<file path="src/rtl/arb_mux.sv">
// arb_mux: round-robin N-channel arbitrating mux with a one-deep registered output stage.
// Latency: 1 cycle from the accepting edge to out_valid/out_data; 1 beat/cycle sustained.
// Backpressure: refills on the same edge it drains; while out_valid & !out_ready every in_ready is 0.
// Optional packet locking is compiled in when ARB_MUX_LOCK_EN is defined.
module arb_mux #(
  parameter int WIDTH  = 32,
  parameter int INPUTS = 4,
  parameter int WSEL   = $clog2(INPUTS)
) (
  input  logic                    clk,
  input  logic                    reset,
  input  logic [WIDTH*INPUTS-1:0] in_data,
  input  logic [INPUTS-1:0]       in_valid,
  input  logic [INPUTS-1:0]       in_last,
  output logic [INPUTS-1:0]       in_ready,
  output logic [WIDTH-1:0]        out_data,
  output logic                    out_valid,
  output logic                    out_last,
  output logic [WSEL-1:0]         out_sel,
  input  logic                    out_ready
);

  typedef struct packed {
    logic [WIDTH-1:0] dat;
    logic             last;
    logic [WSEL-1:0]  sel;
  } beat_t;

  beat_t             out_q;
  beat_t             beat_d;
  logic              out_vld_q;
  logic [WSEL-1:0]   ptr_q;
  logic [WSEL-1:0]   grant;
  logic              grant_vld;
  logic              load_en;
  logic              accept;
  logic [INPUTS-1:0] req;

  // Channel index base+off, wrapped explicitly at INPUTS so a non-power-of-two
  // channel count never produces an index beyond the last real channel.
  function automatic logic [WSEL-1:0] wrap_add(input logic [WSEL-1:0] base, input int off);
    int s;
    s = int'(base) + off;
    if (s >= INPUTS) s = s - INPUTS;
    return s[WSEL-1:0];
  endfunction

`ifdef ARB_MUX_LOCK_EN
  logic            lock_q;
  logic [WSEL-1:0] lock_ch_q;

  // While a packet is in flight only its owner may compete, even when idle
  always_comb begin
    req = in_valid;
    if (lock_q) begin
      req            = '0;
      req[lock_ch_q] = in_valid[lock_ch_q];
    end
  end
`else
  assign req = in_valid;
`endif

  assign load_en = !out_vld_q || out_ready;

  // Round-robin scan from ptr; descending loop so the smallest offset wins
  always_comb begin
    grant     = '0;
    grant_vld = 1'b0;
    for (int i = INPUTS - 1; i >= 0; i--) begin
      if (req[wrap_add(ptr_q, i)]) begin
        grant     = wrap_add(ptr_q, i);
        grant_vld = 1'b1;
      end
    end
  end

  assign accept = !reset && load_en && grant_vld;

  // One-hot ready toward the granted channel only; silent during reset
  always_comb begin
    in_ready = '0;
    if (accept) in_ready[grant] = 1'b1;
  end

  // Beat presented by the granted channel
  always_comb begin
    beat_d      = '0;
    beat_d.dat  = in_data[int'(grant)*WIDTH +: WIDTH];
    beat_d.last = in_last[grant];
    beat_d.sel  = grant;
  end

  // Output register: load on accept, otherwise drop valid once drained
  always_ff @(posedge clk) begin
    if (reset) begin
      out_q     <= '0;
      out_vld_q <= 1'b0;
    end else if (accept) begin
      out_q     <= beat_d;
      out_vld_q <= 1'b1;
    end else if (out_ready) begin
      out_vld_q <= 1'b0;
    end
  end

`ifdef ARB_MUX_LOCK_EN
  // Pointer moves only at packet end; a non-last beat locks onto its channel
  always_ff @(posedge clk) begin
    if (reset) begin
      ptr_q     <= '0;
      lock_q    <= 1'b0;
      lock_ch_q <= '0;
    end else if (accept) begin
      if (in_last[grant]) begin
        ptr_q  <= wrap_add(grant, 1);
        lock_q <= 1'b0;
      end else begin
        lock_q    <= 1'b1;
        lock_ch_q <= grant;
      end
    end
  end
`else
  // Per-beat arbitration: pointer moves past every granted channel
  always_ff @(posedge clk) begin
    if (reset) ptr_q <= '0;
    else if (accept) ptr_q <= wrap_add(grant, 1);
  end
`endif

  assign out_data  = out_q.dat;
  assign out_last  = out_q.last;
  assign out_sel   = out_q.sel;
  assign out_valid = out_vld_q;

endmodule

</file>
<file path="config.mk">
export PLATFORM = sky130hd
export DESIGN_NAME = arb_mux
export DESIGN_NICKNAME = d
export VERILOG_FILES = /design/src/rtl/arb_mux.sv
export SDC_FILE = /design/constraint.sdc
export NUM_CORES = 1
export LEC_CHECK = 0
export CORE_AREA = 2 2 93 95
export CTS_CLUSTER_DIAMETER = 150
export DETAILED_ROUTE_END_ITERATION = 12
export DIE_AREA = 0 0 95 97
export MAX_ROUTING_LAYER = met4
export PLACE_DENSITY = 0.79
export SYNTH_ARGS = -nofsm -noshare
export SYNTH_HDL_FRONTEND = slang
export SYNTH_SLANG_ARGS = --single-unit
</file>
<file path="constraint.sdc">
create_clock -name clk -period 2.5 [get_ports clk]
set_input_delay 0.5 -clock clk [delete_from_list [all_inputs] [get_ports clk]]
set_output_delay 0.5 -clock clk [all_outputs]
set_load 0.01 [all_outputs]
</file>
# Word level (Yosys, flattened, before mapping)

Cells that the tools add are included.

Magnitude comparators: 11
Shift operators: 1
Reductions and logical operators: 7
$add $sub $neg: 9
Multiplexer cells: 28

Operator list:

| kind                                                | count |
|---|---|
| variable part select 128 x 8 -> 32 bit              | 1 |
| 2-to-1 mux 2 bit                                    | 9 |
| < comparator 2 x 3 -> 1 bit, second input constant  | 5 |
| >= comparator 3 bit, second input constant          | 4 |
| 2-to-1 mux 1 bit                                    | 12 |
| binary-select mux 1 bit (select 2 bit)              | 5 |
| subtractor 2 x 1 -> 2 bit, second input constant    | 5 |
| adder 2 x 1 -> 3 bit, second input constant         | 2 |
| adder 2 x 2 -> 3 bit, second input constant         | 2 |
| 2-to-1 mux 4 bit                                    | 1 |
| >= comparator 2 x 3 -> 1 bit, second input constant | 1 |
| logical AND 1 bit                                   | 3 |
| demux 1 bit (select 2 bit)                          | 1 |
| >= comparator 2 x 1 -> 1 bit, second input constant | 1 |
| zero test 1 bit                                     | 2 |
| nonzero test 2 bit                                  | 1 |
| logical OR 1 bit                                    | 1 |

Flip-flop bits (word level): 38
Logic and storage cells: 61

# Depth between registers and ports, before layout

Depth in word-level cells: 14
Depth in mapped cells: 7
Mapped depth without buffers: 5

# Worst setup path before layout

Ideal clock, no wire load.

Path kind: input to output
Start: in in_valid[0]
End: out in_ready[0]
Path buffers: 2
Cell stages on the path: 7
Required time: 2.000 ns
Path slack: 0.265 ns
Arrival time: 1.735 ns
Cell sequence: nor2b_1 -> nor2_1 -> o22a_1 -> or3_1 -> buf_2 -> buf_6 -> nor2_1

Word-level cells in the longest chain between the ends: 11
Elaborated cells between the ends (all ways): 23

RTL lines:

| element                                                                                                  | RTL line | RTL |
|---|---|---|
| start, declared                                                                                          | 13       | `input logic [INPUTS-1:0] in_valid,` |
| binary-select mux 1 bit (select 2 bit)                                                                   | 71       | `if (req[wrap_add(ptr_q, i)]) begin` |
| 2-to-1 mux 1 bit (not written as such)                                                                   | 71       |  |
| 2-to-1 mux 2 bit (4 in series)                                                                           | 71       |  |
| < comparator 2 x 3 -> 1 bit (not written as such) / >= comparator 2 x 1 -> 1 bit (equally long branches) | 83       | `if (accept) in_ready[grant] = 1'b1;` |
| logical AND 1 bit (not written as such)                                                                  | 83       |  |
| 2-to-1 mux 1 bit (not written as such)                                                                   | 83       |  |
| demux 1 bit (select 2 bit)                                                                               | 83       |  |
| 2-to-1 mux 4 bit (*)                                                                                     | 83       |  |
| end, declared                                                                                            | 15       | `output logic [INPUTS-1:0] in_ready,` |

Mark *: on every way between the ends. The rest lies on a longest branch, timed or not. The select of a mux whose other input is x is not followed.

# Worst setup path in the final report

Start: in in_valid[0]
End: out in_ready[3]

Same word-level chain as after synthesis.

==> impl_metrics.ini <==
[setup_path]
critical_path_arrival_ps = 1920
worstPathRequired_ps = 2000
critPathLaunchType = input pin
slowest_stage = or4_4
slowest_delay_ps = 510
cp_common_cell = dlygate4sd2_1
crit_fanout = 4
critPathKind = input pin to output port
path_cells = dlygate4sd2_1, nor2b_4, or4_4, nand2_4, inv_2, nor2_1, dlygate4sd2_1
end_kind = output port

[synth]
synth_edf_count = 0
synthMuxAreaShare_pct = 27.7
ys_ff_latch = 38
synth_xor_area_share_pct = 0.367
async_flop_share_pct = 0
yosysMostFrequentCell = mux2i_1
synthDistinctLibCells = 25
netlist_area_mm2 = 0.00238
synth_area_leaders = dfxtp_1 (32%), mux2i_1 (28%), o221ai_2 (18%), nand2_1 (5.8%), buf_6 (4.3%)
yosys_warnings = 0
synthFlopType = dfxtp_1
netlist_instances = 226
synth_fa_ha_area_share_pct = 0
synth_top_family_by_area = multiplexers
synth-compound-area-share_pct = 22.6
synthSimpleGateAreaFrac_pct = 10.1
yosys.area.top_type_share_pct = 31.9
syn_avg_cell_area_um2 = 10.5
seq_area_frac_synth_pct = 31.9
synth_top_area_cell = dfxtp_1
syn-num-nets = 365
synthTopCellsByCount = mux2i_1 (66), dfxtp_1 (38), nand2_1 (37), o221ai_2 (28), nor2_1 (10)

[cells_and_area]
diodes = 0
drive_gt1_share_pct = 16.4
final_cells = 519
nFillCells = 728
multi_input_area_mm2 = 0.00148
synthToLayoutAreaGrowth_pct = 84.9
utilization_pct = 54.2
fin_nets = 552
seq_area_um2 = 761

[die]
die_h_um = 97
core_area_mm2 = 0.00813
dieArea_mm2 = 0.00922
num_rows = 33
ios = 179
fp.dieW_um = 95
initial_core_util_pct = 29.3

[timing]
setup_viol = 0
period_share_pct = 96.7
tightest_slew_ps = 530
finalMaxSlewViolations = 0
holdWs_ps = 462
fmax_mhz = 414
fin_skew_ps = 9.40
grt_setup_unrepaired = no
fin_tns_setup_ps = 0
finalHoldViolCount = 0
slew_headroom_pct = 64.7
period_minus_slack_ps = 2420

[pwr]
static-leakage-power_nw = 1.69
vdd_drop_max_mv = 0.236
cellPowerDensity_mw_per_mm2 = 507

[drt]
wirelength_met1_um = 3020
drt_iter0_markers = 49
wl_um = 7710
drtPass1Iterations = 3
dr_wl_met2_um = 3870
vias_per_cell = 4.76
wire_per_inst_um = 14.9
antenna_left = 0
met3_length_um = 634
vias = 2473
dr.max_layer_used = met4
drc = 0

[global_route]
gr-total-overflow = 0
grt_first_pass_wirelength_um = 12000
antenna_found_initial = 0
grt_pass1_vias = 2700
grtUsageTotal_pct = 16.8
grt_max_degree = 34

[clock_tree]
numClockSinks = 38
clkTransAtPathRegs_ps = 80
htree_levels = 2
cts_buffers = 5
tritoncts = built
clockBufferDepth = 2
cts_root_buffer = clkbuf_8
clkLatencyLatePin_ps = 290
hold_buffers = 0

[flow_run]
maxCapViolations = 0

[placement]
io_buffers = 178
hpwl_um = 6380
place.gp.congestion = 0.785
placedCellCount = 510

[outcome]
outcome = finished clean

[worst_hold_path]
hold_path.class = flop to flop
==> critical path: cells and delay by family <==
kind	cells	cell delay, ps
AND/OR/NAND/NOR	4	850
buffers and inverters	3	570
==> cells in the final DEF, fill, tap and decap left out, drive strengths merged <==
cell type / netlist / routed
nand2: 38 / 38
xnor2: 1 / 1
clkinv: 0 / 1
o22a: 1 / 1
o221ai: 34 / 34
a211oi: 1 / 1
inv: 3 / 3
buf: 14 / 21
clkdlybuf4s15: 0 / 3
nor3: 1 / 1
or4: 1 / 1
clkbuf: 4 / 8
nor2b: 3 / 3
a21oi: 6 / 6
clkdlybuf4s50: 0 / 170
dfxtp: 38 / 38
nor4: 1 / 1
a21o: 2 / 2
mux2i: 66 / 66
dlygate4sd2: 0 / 3
nor2: 11 / 11
or3: 1 / 1
==> final timing paths <==
| path | cells past startpoint | start | slack (ps) | endpoint |
|---|---|---|---|---|
| min reg2reg | 2 | out_data[21] | 460 | out_data[21] |
| min | 2 | out_data[21] | 460 | out_data[21] |
| max | 7 | in_valid[0] | 80 | in_ready[3] |
| max reg2reg | 7 | ptr_q[1] | 290 | out_data[16] |
==> logic make-up after synthesis <==
kind of cell | after synthesis
DFF | 38
and+or+nand+nor | 56
xor gates and xnor gates | 1
AOI/OAI and AO/OA | 44
muxes | 66
buffers and inverters | 21
==> repair_timing <==
action | 4_1_cts | 5_1_grt
setup endpoints to repair | 20 | 2
pin swaps | 0 | 2
setup buffers | 0 | 1
gates resized for setup | 18 | 5
==> per-layer routing <==
metal | vias to the layer above | global-route usage, %
met4 | 0 | 5.69
li1 | 1220 | -
met5 | - | -
met3 | 17 | 3.89
met1 | 1114 | 17.8
met2 | 122 | 30.1
==> final cells by class <==
class	instances	share of cell area (%)
Clock buffer	7	1.96
Clock inverter	1	0.114
Inverter	3	0.255
Multi-Input combinational cell	167	33.6
Sequential cell	38	17.3
Tap cell	105	2.98
Timing Repair Buffer	198	43.9
==> metrics by stage <==
step	cell area (µm²)	power (W)	setup WS [ps]
after detailed placement	4290	0.00182	-656
after floorplan	2380	0.00133	265
after global routing	4410	0.00236	7.94
after CTS	4400	0.00227	43.8
after global placement	4290	0.00180	-597
final	4410	0.00224	81.8
==> state kept, by name, summed over array words and instances (netlist names) <==
| signal | flops |
|---|---|
| out_last | 1 |
| out_valid | 1 |
| out_sel | 2 |
| out_data | 32 |
| ptr_q | 2 |
==> power by group <==
group	leakage [nW]	switching, W	total [W]	internal (W)
combinational	1.33	0.000430	0.00105	0.000618
clock	0.0482	0.000212	0.000435	0.000223
sequential	0.315	0.0000509	0.000753	0.000703
total	1.69	0.000693	0.00224	0.00154
(Power assumes the default switching activity.)
